$ cat src/rtl/encoder_loader_pkg.sv
// -----------------------------------------------------------------------------
// encoder_loader_pkg
// Shared constants for the encoder loader slice: FSM state encoding, the
// default input word width and the block width taken from the existing
// NUM_CELLS define (falls back to 1600 cells when nobody has set it).
// Optional feature macro used by this slice: LOADER_PAD_EN.
// No ports (package).
// -----------------------------------------------------------------------------
`ifndef NUM_CELLS
`define NUM_CELLS 1600
`endif

package encoder_loader_pkg;

  localparam int LD_WORD_W  = 64;
  localparam int LD_N_CELLS = `NUM_CELLS;

  typedef enum logic [1:0] {
    LD_IDLE  = 2'd0,
    LD_START = 2'd1,
    LD_BUSY  = 2'd2
  } ld_state_e;

endpackage

$ cat src/rtl/encoder_loader_if.sv
// -----------------------------------------------------------------------------
// encoder_loader_if
// Word stream handshake feeding the loader.
//   in_data  : WORD_W-bit input word
//   in_valid : in_data is valid this cycle
//   in_last  : final word of a short block (only honoured with LOADER_PAD_EN)
//   in_ready : loader accepts a word this cycle
// master = word source, slave = loader.
// -----------------------------------------------------------------------------
interface encoder_loader_if
  import encoder_loader_pkg::*;
#(
  parameter int WORD_W = LD_WORD_W
);

  logic [WORD_W-1:0] in_data;
  logic              in_valid;
  logic              in_last;
  logic              in_ready;

  modport master (output in_data, output in_valid, output in_last, input in_ready);
  modport slave  (input in_data, input in_valid, input in_last, output in_ready);

endinterface

$ cat src/rtl/encoder_loader_fsm.sv
// -----------------------------------------------------------------------------
// loader_fsm
// Control half of the encoder loader: state register, the armed flag that
// guards against a stale encoder done, and the registered start / block-done
// pulses. Also tells the datapath when to write a word and when to wrap the
// word counter.
// Ports:
//   clk, rst     : clock, synchronous active-high reset
//   i_valid      : input word valid
//   i_final      : the word presented now closes the block
//   i_encDone    : encoder done
//   o_wrEn       : write the presented word into the assembly register
//   o_cntClr     : wrap the word counter back to zero
//   o_ready      : registered in_ready (high only in IDLE)
//   o_start      : one-cycle encoder start pulse
//   o_blkDone    : one-cycle block complete pulse
//   o_busy       : state is not IDLE
// -----------------------------------------------------------------------------
module loader_fsm
  import encoder_loader_pkg::*;
(
  input  logic clk,
  input  logic rst,
  input  logic i_valid,
  input  logic i_final,
  input  logic i_encDone,
  output logic o_wrEn,
  output logic o_cntClr,
  output logic o_ready,
  output logic o_start,
  output logic o_blkDone,
  output logic o_busy
);

  ld_state_e r_state;
  logic      r_armed;
  logic      r_ready;
  logic      r_start;
  logic      r_blkDone;
  logic      r_busy;
  logic      w_accept;

  // A word is taken whenever the source is valid while we are open; r_ready is
  // a register, so this never forms a path from an input to a top-level output.
  assign w_accept = i_valid && r_ready;
  assign o_wrEn   = w_accept;
  assign o_cntClr = w_accept && i_final;

  assign o_ready   = r_ready;
  assign o_start   = r_start;
  assign o_blkDone = r_blkDone;
  assign o_busy    = r_busy;

  // Single state machine with all visible outputs registered alongside the
  // state. The armed flag is cleared on the START cycle and only sets once the
  // encoder has been seen low in BUSY, so a done left high from the previous
  // block cannot finish this one; a fresh rising done is required.
  always_ff @(posedge clk) begin
    if (rst) begin
      r_state   <= LD_IDLE;
      r_armed   <= 1'b0;
      r_ready   <= 1'b1;
      r_start   <= 1'b0;
      r_blkDone <= 1'b0;
      r_busy    <= 1'b0;
    end else begin
      r_start   <= 1'b0;
      r_blkDone <= 1'b0;
      case (r_state)
        LD_IDLE: begin
          if (w_accept && i_final) begin
            r_state <= LD_START;
            r_start <= 1'b1;
            r_ready <= 1'b0;
            r_busy  <= 1'b1;
          end
        end
        LD_START: begin
          r_state <= LD_BUSY;
          r_armed <= 1'b0;
        end
        LD_BUSY: begin
          if (!i_encDone) begin
            r_armed <= 1'b1;
          end
          if (r_armed && i_encDone) begin
            r_state   <= LD_IDLE;
            r_blkDone <= 1'b1;
            r_ready   <= 1'b1;
            r_busy    <= 1'b0;
          end
        end
        default: begin
          r_state <= LD_IDLE;
          r_armed <= 1'b0;
          r_ready <= 1'b1;
          r_busy  <= 1'b0;
        end
      endcase
    end
  end

endmodule

$ cat src/rtl/encoder_loader.sv
// -----------------------------------------------------------------------------
// encoder_loader
// Upstream feeder for the encoder core. Collects WORD_W-bit words into an
// N_CELLS-bit block (first word in the LSBs), pulses enc_start when the block
// is complete, holds the block on enc_data_in until the encoder reports a
// fresh done, then reopens for the next block.
// Optional feature: define LOADER_PAD_EN to honour in_last, which closes a
// short block early and applies pad10*1 to the unused upper words.
// Ports:
//   clk, rst     : clock, synchronous active-high reset
//   s_in         : word stream (encoder_loader_if slave: in_data, in_valid,
//                  in_last, in_ready)
//   enc_start    : one-cycle start pulse to the encoder
//   enc_done     : encoder done
//   enc_data_in  : assembled block driving the encoder data input
//   blk_done     : one-cycle pulse when the encoder finishes a block
//   busy         : high whenever the loader is not IDLE
// -----------------------------------------------------------------------------
module encoder_loader
  import encoder_loader_pkg::*;
#(
  parameter int N_CELLS = `NUM_CELLS,
  parameter int WORD_W  = LD_WORD_W
) (
  input  logic               clk,
  input  logic               rst,
  encoder_loader_if.slave    s_in,
  output logic               enc_start,
  input  logic               enc_done,
  output logic [N_CELLS-1:0] enc_data_in,
  output logic               blk_done,
  output logic               busy
);

  localparam int WORDS = N_CELLS / WORD_W;
  localparam int CNT_W = $clog2(WORDS);

  logic [CNT_W-1:0]   r_cnt;
  logic [N_CELLS-1:0] r_block;
  logic               w_wrEn;
  logic               w_cntClr;
  logic               w_ready;
  logic               w_lastIdx;
  logic               w_final;

  assign w_lastIdx = (r_cnt == CNT_W'(WORDS - 1));

`ifdef LOADER_PAD_EN
  logic w_padHere;
  assign w_final   = w_lastIdx || s_in.in_last;
  assign w_padHere = s_in.in_last && !w_lastIdx;
`else
  assign w_final   = w_lastIdx;
`endif

  loader_fsm u_fsm (
    .clk       (clk),
    .rst       (rst),
    .i_valid   (s_in.in_valid),
    .i_final   (w_final),
    .i_encDone (enc_done),
    .o_wrEn    (w_wrEn),
    .o_cntClr  (w_cntClr),
    .o_ready   (w_ready),
    .o_start   (enc_start),
    .o_blkDone (blk_done),
    .o_busy    (busy)
  );

  assign s_in.in_ready = w_ready;
  assign enc_data_in   = r_block;

  // Word counter and assembly register. Words land at slot r_cnt; the counter
  // wraps when the FSM says the block closed. The block only changes on an
  // accepted word, so it stays put from START until the next block begins.
  // With padding enabled, a short block zeroes every slot above the last word
  // and then sets the first pad bit and the top bit; those later assignments
  // deliberately override the zeroing.
  always_ff @(posedge clk) begin
    if (rst) begin
      r_cnt   <= '0;
      r_block <= '0;
    end else if (w_wrEn) begin
      r_block[int'(r_cnt)*WORD_W +: WORD_W] <= s_in.in_data;
      if (w_cntClr) begin
        r_cnt <= '0;
      end else begin
        r_cnt <= r_cnt + 1'b1;
      end
`ifdef LOADER_PAD_EN
      if (w_padHere) begin
        for (int j = 0; j < WORDS; j++) begin
          if (j > int'(r_cnt)) begin
            r_block[j*WORD_W +: WORD_W] <= '0;
          end
        end
        r_block[(int'(r_cnt) + 1)*WORD_W] <= 1'b1;
        r_block[N_CELLS-1]                <= 1'b1;
      end
`endif
    end
  end

endmodule

$ cat src/flat_wrapper.sv
// flat-port wrapper written by rule: the top's interface ports become plain ports
module encoder_loader_flat import encoder_loader_pkg::*;
#(
  parameter int N_CELLS = `NUM_CELLS,
  parameter int WORD_W  = LD_WORD_W
)
  (clk, rst, enc_start, enc_done, enc_data_in, blk_done, busy, s_in_in_data, s_in_in_valid, s_in_in_last, s_in_in_ready);
  encoder_loader_if #(.WORD_W(WORD_W)) s_in_i ();
  input  logic clk;
  input  logic rst;
  output logic enc_start;
  input  logic enc_done;
  output logic [N_CELLS-1:0] enc_data_in;
  output logic blk_done;
  output logic busy;
  input wire logic [$bits(s_in_i.in_data)-1:0] s_in_in_data;
  input wire logic [$bits(s_in_i.in_valid)-1:0] s_in_in_valid;
  input wire logic [$bits(s_in_i.in_last)-1:0] s_in_in_last;
  output wire logic [$bits(s_in_i.in_ready)-1:0] s_in_in_ready;
  assign s_in_i.in_data = s_in_in_data;
  assign s_in_i.in_valid = s_in_in_valid;
  assign s_in_i.in_last = s_in_in_last;
  assign s_in_in_ready = s_in_i.in_ready;
  encoder_loader #(.N_CELLS(N_CELLS), .WORD_W(WORD_W)) u_core (.clk(clk), .rst(rst), .s_in(s_in_i), .enc_start(enc_start), .enc_done(enc_done), .enc_data_in(enc_data_in), .blk_done(blk_done), .busy(busy));
endmodule
$ cat config.mk
export PLATFORM = sky130hd
export DESIGN_NAME = encoder_loader_flat
export DESIGN_NICKNAME = d
export VERILOG_FILES = /design/src/rtl/encoder_loader_pkg.sv /design/src/rtl/encoder_loader_if.sv /design/src/rtl/encoder_loader_fsm.sv /design/src/rtl/encoder_loader.sv /design/src/flat_wrapper.sv
export SDC_FILE = /design/constraint.sdc
export NUM_CORES = 2
export LEC_CHECK = 0
export ABC_CLOCK_PERIOD_IN_PS = 2900
export CORE_AREA = 5 5 648 650
export CTS_BUF_LIST = sky130_fd_sc_hd__clkbuf_4 sky130_fd_sc_hd__clkbuf_8
export DETAILED_ROUTE_END_ITERATION = 16
export DIE_AREA = 0 0 653 655
export PLACE_DENSITY = 0.36
export SETUP_SLACK_MARGIN = 0.3
export SLEW_MARGIN = 30
export SYNTH_ARGS = -nofsm -noshare
export SYNTH_HDL_FRONTEND = slang
export SYNTH_HIERARCHICAL = 1
export SYNTH_SLANG_ARGS = --single-unit
$ cat constraint.sdc
create_clock -name clk -period 2.9 [get_ports clk]
set_input_delay 0.58 -clock clk [delete_from_list [all_inputs] [get_ports clk]]
set_output_delay 0.58 -clock clk [all_outputs]
set_load 0.05 [all_outputs]
Word level (Yosys, flattened, before mapping)
Index checks and enable logic that the tools add are counted.
{"block": "totals", "register_bits": 1612, "inputBits": 69, "out_inout_bits": 1604, "wordCells": 45}
{"block": "classes", "addsub": 2, "n_eq_ne": 6, "shift": 2, "muxes": 15, "bitwise": 3, "reduce_logical": 9}
{"cell": "bitwise mux 1600 bit", "n": 1}
{"cell": "variable shift 64 x 33 -> 1600 bit (first input constant)", "n": 1}
{"cell": "variable part select 64 x 33 -> 1600 bit", "n": 1}
{"cell": "negator 11 -> 33 bit", "n": 1}
{"cell": "2-to-1 mux 1 bit", "n": 7}
{"cell": "inequality test 2 bit (second input constant)", "n": 3}
{"cell": "case mux 1 bit (3 select lines)", "n": 2}
{"cell": "case mux 2 bit (3 select lines)", "n": 1}
{"cell": "adder 5 x 1 -> 5 bit (second input constant)", "n": 1}
{"cell": "== test 5 bit (second input constant)", "n": 1}
{"cell": "2-to-1 mux 5 bit", "n": 1}
{"cell": "2-to-1 mux 2 bit", "n": 2}
{"cell": "AND reduction 2 bit", "n": 2}
{"cell": "OR reduction 2 bit", "n": 2}
{"cell": "logical AND 1 bit", "n": 3}
{"cell": "inverter 1 bit", "n": 3}
{"cell": "AND reduction 3 bit", "n": 1}
{"cell": "== test 2 x 1 -> 1 bit (second input constant)", "n": 1}
{"cell": "== test 2 bit (second input constant)", "n": 1}
{"cell": "zero test 2 bit", "n": 1}
{"cell": "case mux 1 bit (2 select lines)", "n": 1}

Depth between registers and ports, before layout
{"block": "logic_depth", "word_depth": 4, "ltp_mapped": 13, "mapped_depth_nobuf": 9}

By module
Netlist, hierarchy kept.
{"module": "encoder_loader", "instances": 1, "cells_each": 5951, "area_each_um2": 63651.0, "seq_area_each_um2": 32130.8}
{"module": "loader_fsm", "instances": 1, "cells_each": 28, "area_each_um2": 272.8, "seq_area_each_um2": 140.1}

Worst setup path before layout
No wires, ideal clock.
{"block": "synth_timing", "path_type": "register to register", "from": "reg u_core.r_cnt[0]", "to": "reg u_core.r_block[10] (netlist: u_core/enc_data_in[10])", "setup_ps": 60, "arrival_time_ps": 2610, "required_ps": 2840, "slack_ps": 229, "stages_incl_launch_ff": 12, "path_buffers": 2, "period_less_slack_ps": 2671, "cell_sequence": "dfxtp_1 -> buf_2 -> inv_1 -> ha_1 -> nand2b_1 -> nor2_1 -> ha_1 -> nor4b_1 -> nand3_1 -> nor2_2 -> clkbuf_1 -> a22o_1"}
{"block": "synth_between", "elab_chain_len": 3, "word_cells_on_any_way": 4, "classes_between": "1 x add/sub; 2 x shift; 1 x mux"}
{"item": "start: declaration", "line": "encoder_loader.sv:38", "text": "logic [CNT_W-1:0] r_cnt;"}
{"item": "start signal: assignment", "line": "encoder_loader.sv:88", "text": "r_cnt <= r_cnt + 1'b1;"}
{"item": "negator 11 -> 33 bit (*)", "line": "encoder_loader.sv:84", "text": "r_block[int'(r_cnt)*WORD_W +: WORD_W] <= s_in.in_data;"}
{"item": "variable part select 64 x 33 -> 1600 bit / variable shift 64 x 33 -> 1600 bit (equally long branches)", "line": "encoder_loader.sv:84"}
{"item": "bitwise mux 1600 bit (*)", "line": "encoder_loader.sv:84"}
{"item": "end signal: indexed assignment", "line": "encoder_loader.sv:84"}
{"item": "end: declaration", "line": "encoder_loader.sv:39", "text": "logic [N_CELLS-1:0] r_block;"}
Mark *: on every way between the ends. The rest lies on a longest branch, timed or not.
A chain may end at the register's enable or synchronous reset.

Worst setup path after layout
{"block": "layout_timing", "from": "reg u_core.r_block[1115] (netlist: u_core/enc_data_in[1115])", "to": "out enc_data_in[1115]"}
{"item": "end: declaration", "line": "flat_wrapper.sv:13", "text": "output logic [N_CELLS-1:0] enc_data_in;"}
No word-level cell between the ends.

==> flow_summary.json <==
{
  "outcome": "finished, final reports clean",
  "worst_pin_slew_ns": 0.918,
  "crit_chain": "clkdlybuf4s15_1",
  "synth.avg_cell_area_um2": 10.7,
  "cts_tree": "yes",
  "grt_pass1_vias": 54400,
  "synthCells": 5979,
  "h-tree-depth": 5,
  "die_h_um": 655,
  "fin_hold_ws_ns": 0.180,
  "postRouteAntennaNets": 0,
  "routed_wl_mm": 410,
  "synth_top_area_cell": "dfxtp_1",
  "critical-path-max-stage-delay_ns": 0.65,
  "drive_above_1_share_pct": 16.9,
  "path_delay_family": "buffers and inverters",
  "synth-main-ff-cell": "dfxtp_1",
  "async_flop_share_pct": 0,
  "cts-root-buf": "clkbuf_8",
  "fin_crit_ns": 2.62,
  "drtIter0Drc": 2926,
  "fin_skew_ns": 0.0657,
  "max_slew_margin_pct": 38.8,
  "finalCritPeriodShare_pct": 90.4,
  "fp.dieW_um": 653,
  "ys_types": 42,
  "hpwl_mm": 311,
  "syn_nets": 6051,
  "synth_top_area_share_pct": 50.5,
  "rsz0062_at_grt": "yes",
  "wire_per_inst_um": 30.0,
  "cp_max_fo": 2,
  "fp-row-count": 236,
  "fillCellCount": 44800,
  "grtUsageTotal_pct": 18.0,
  "clk-insertion-delay-late_ns": 1.05,
  "r2r_cells": 10,
  "hold_viol_final": 0,
  "endpoint_kind": "output pin",
  "synth_most_common_cell": "dfxtp_1",
  "route.detailed.drc": 0,
  "drv_cap": 0,
  "cp.depth": 1,
  "post_drt_via_cell_ratio": 3.84,
  "num_vias": 52500,
  "cp.arrival_ns": 2.04,
  "cellLeakagePower_uw": 0.0496,
  "crit_path_start_kind": "flop",
  "initial_core_util_pct": 15.5,
  "max_clock_freq_mhz": 381,
  "finalNetCount": 8000,
  "cts_sinks": 1612,
  "whs_path_depth": 3,
  "cts_buffer_depth": 4,
  "synth_edf_count": 0,
  "path_clk_slew_ns": 0.06,
  "ys_ff_latch": 1612,
  "final_max_slew_viol_count": 0,
  "area_growth_pct": 49.4,
  "power_density_mw_per_mm2": 548,
  "drt_first_pass_iters": 5,
  "ios": 1673,
  "cts_inserted_buffers": 332,
  "hold_class": "input pin to flop",
  "setup_viol": 0,
  "grt_overflow": 0,
  "ir_drop_mv": 0.296,
  "fp.dieArea_mm2": 0.428,
  "place_congestion": 0.816,
  "seq_area_frac_synth_pct": 50.5,
  "grt_first_pass_wirelength_mm": 525,
  "slowest_stage": "clkdlybuf4s15_1",
  "worst-path-buf-inv": 1,
  "required_ns": 2.32,
  "synth.area.top_cells": "dfxtp_1, mux2i_1, nand2b_1",
  "ys_top_cells_by_count": "dfxtp_1, nand2b_1, mux2i_1, clkbuf_1, nand2_1",
  "syn_area_mm2": 0.0639,
  "place_area_mm2": 0.0894,
  "grt_antenna_before_repair": 67,
  "yosys_warnings": 6,
  "grt_max_degree": 146,
  "portBuffers": 1671,
  "crit_type": "flop to output pin",
  "coreArea_mm2": 0.413,
  "design_area_mm2": 0.0955
}
report_power, final:
part / internal [uW] / switching [uW]
Clock: 15000 / 11400
Combinational: 1160 / 2520
Sequential: 22200 / 26.8
Total: 38400 / 14000
sequential cells by signal, summed over array words and instances (netlist names):
register                flops
u_core/enc_data_in       1600
u_core/r_cnt                5
u_core/u_fsm/o_blkDone      1
u_core/u_fsm/o_busy         1
u_core/u_fsm/o_ready        1
u_core/u_fsm/o_start        1
u_core/u_fsm/r_armed        1
u_core/u_fsm/r_state        2
logic make-up (layout without fill, tap and decap cells):
kind of cell | count (synthesis) | in the layout | synth area share [%]
DFF | 1612 | 1612 | 50.5
other | 0 | 12 | 0
adders and majority gates | 3 | 3 | 0.0587
xor gates and xnor gates | 6 | 6 | 0.0940
AOI/OAI and AO/OA | 76 | 76 | 1.01
muxes | 1539 | 1539 | 24.1
buffers and inverters | 499 | 2684 | 3.63
and+or+nand+nor | 2244 | 2246 | 20.6
cells in the final DEF (no fill, tap or decap), types with 35 or more instances in the layout:
cell type and instances:
mux2i_1 1534, nand3_1 153, nand2_1 269, clkdlybuf4s15_1 58, buf_4 404, clkbuf_4 103, clkdlybuf4s50_1 35, buf_12 104
dfxtp_1 1608, buf_2 41, a22o_1 64, nand3b_1 82, clkbuf_8 412, nand2b_1 1537, or3_1 75, dlygate4sd2_1 1298
clkbuf_2 92
per-layer routing:
layer,wire (um),GRT usage [%],vias to the layer above
li1,-,-,24000
met1,161000,20.8,26300
met2,206000,32.0,1729
met3,28700,5.02,479
met4,13700,5.54,20
met5,136,0,-
what timing repair did:
action                                   CTS  global route
resized for setup                       1771           260
setup buffers                              0            29
endpoints found under the hold margin     53             0
gates cloned                               0            12
hold buffers                              13             0
pin swaps                                  0            11
endpoints found under the setup margin  2765          2936
area by class of cell:
cell class / count / area [um^2] / share of cell area (%)
sequential: 1612 / 32300 / 33.8
multi-input combinational: 3870 / 30100 / 31.5
timing repair buffer: 2107 / 19100 / 20.0
tap: 5474 / 6850 / 7.17
clock buffer: 515 / 6440 / 6.74
clock inverter: 57 / 734 / 0.769
antenna: 12 / 30.0 / 0.0314
inverter: 5 / 18.8 / 0.0196
worst paths after layout:
check                                         startpoint                       end  slack, ns
worst min register to register  u_core/enc_data_in[1474]  u_core/enc_data_in[1474]       0.47
worst min-delay path                    s_in_in_data[37]   u_core/enc_data_in[933]       0.18
worst max register to register           u_core/r_cnt[1]   u_core/enc_data_in[783]       0.30
worst max-delay path            u_core/enc_data_in[1115]         enc_data_in[1115]       0.28
through the flow:
| step | utilization [%] | instances | setup TNS, ns | setup slack (ns) | total power [uW] |
|---|---|---|---|---|---|
| floorplan | - | 5979 | 0 | 0.352 | 24100 |
| global placement | 21.7 | 13000 | -47.21 | -0.245 | 26300 |
| detailed placement | 21.7 | 13000 | -28.44 | -0.205 | 26300 |
| CTS | 23.0 | 13600 | 0 | 0.0504 | 53400 |
| global route | 23.2 | 13600 | 0 | 0.130 | 54500 |
| finish | 23.2 | 13700 | 0 | 0.278 | 52400 |
(Power assumes the default switching activity.)
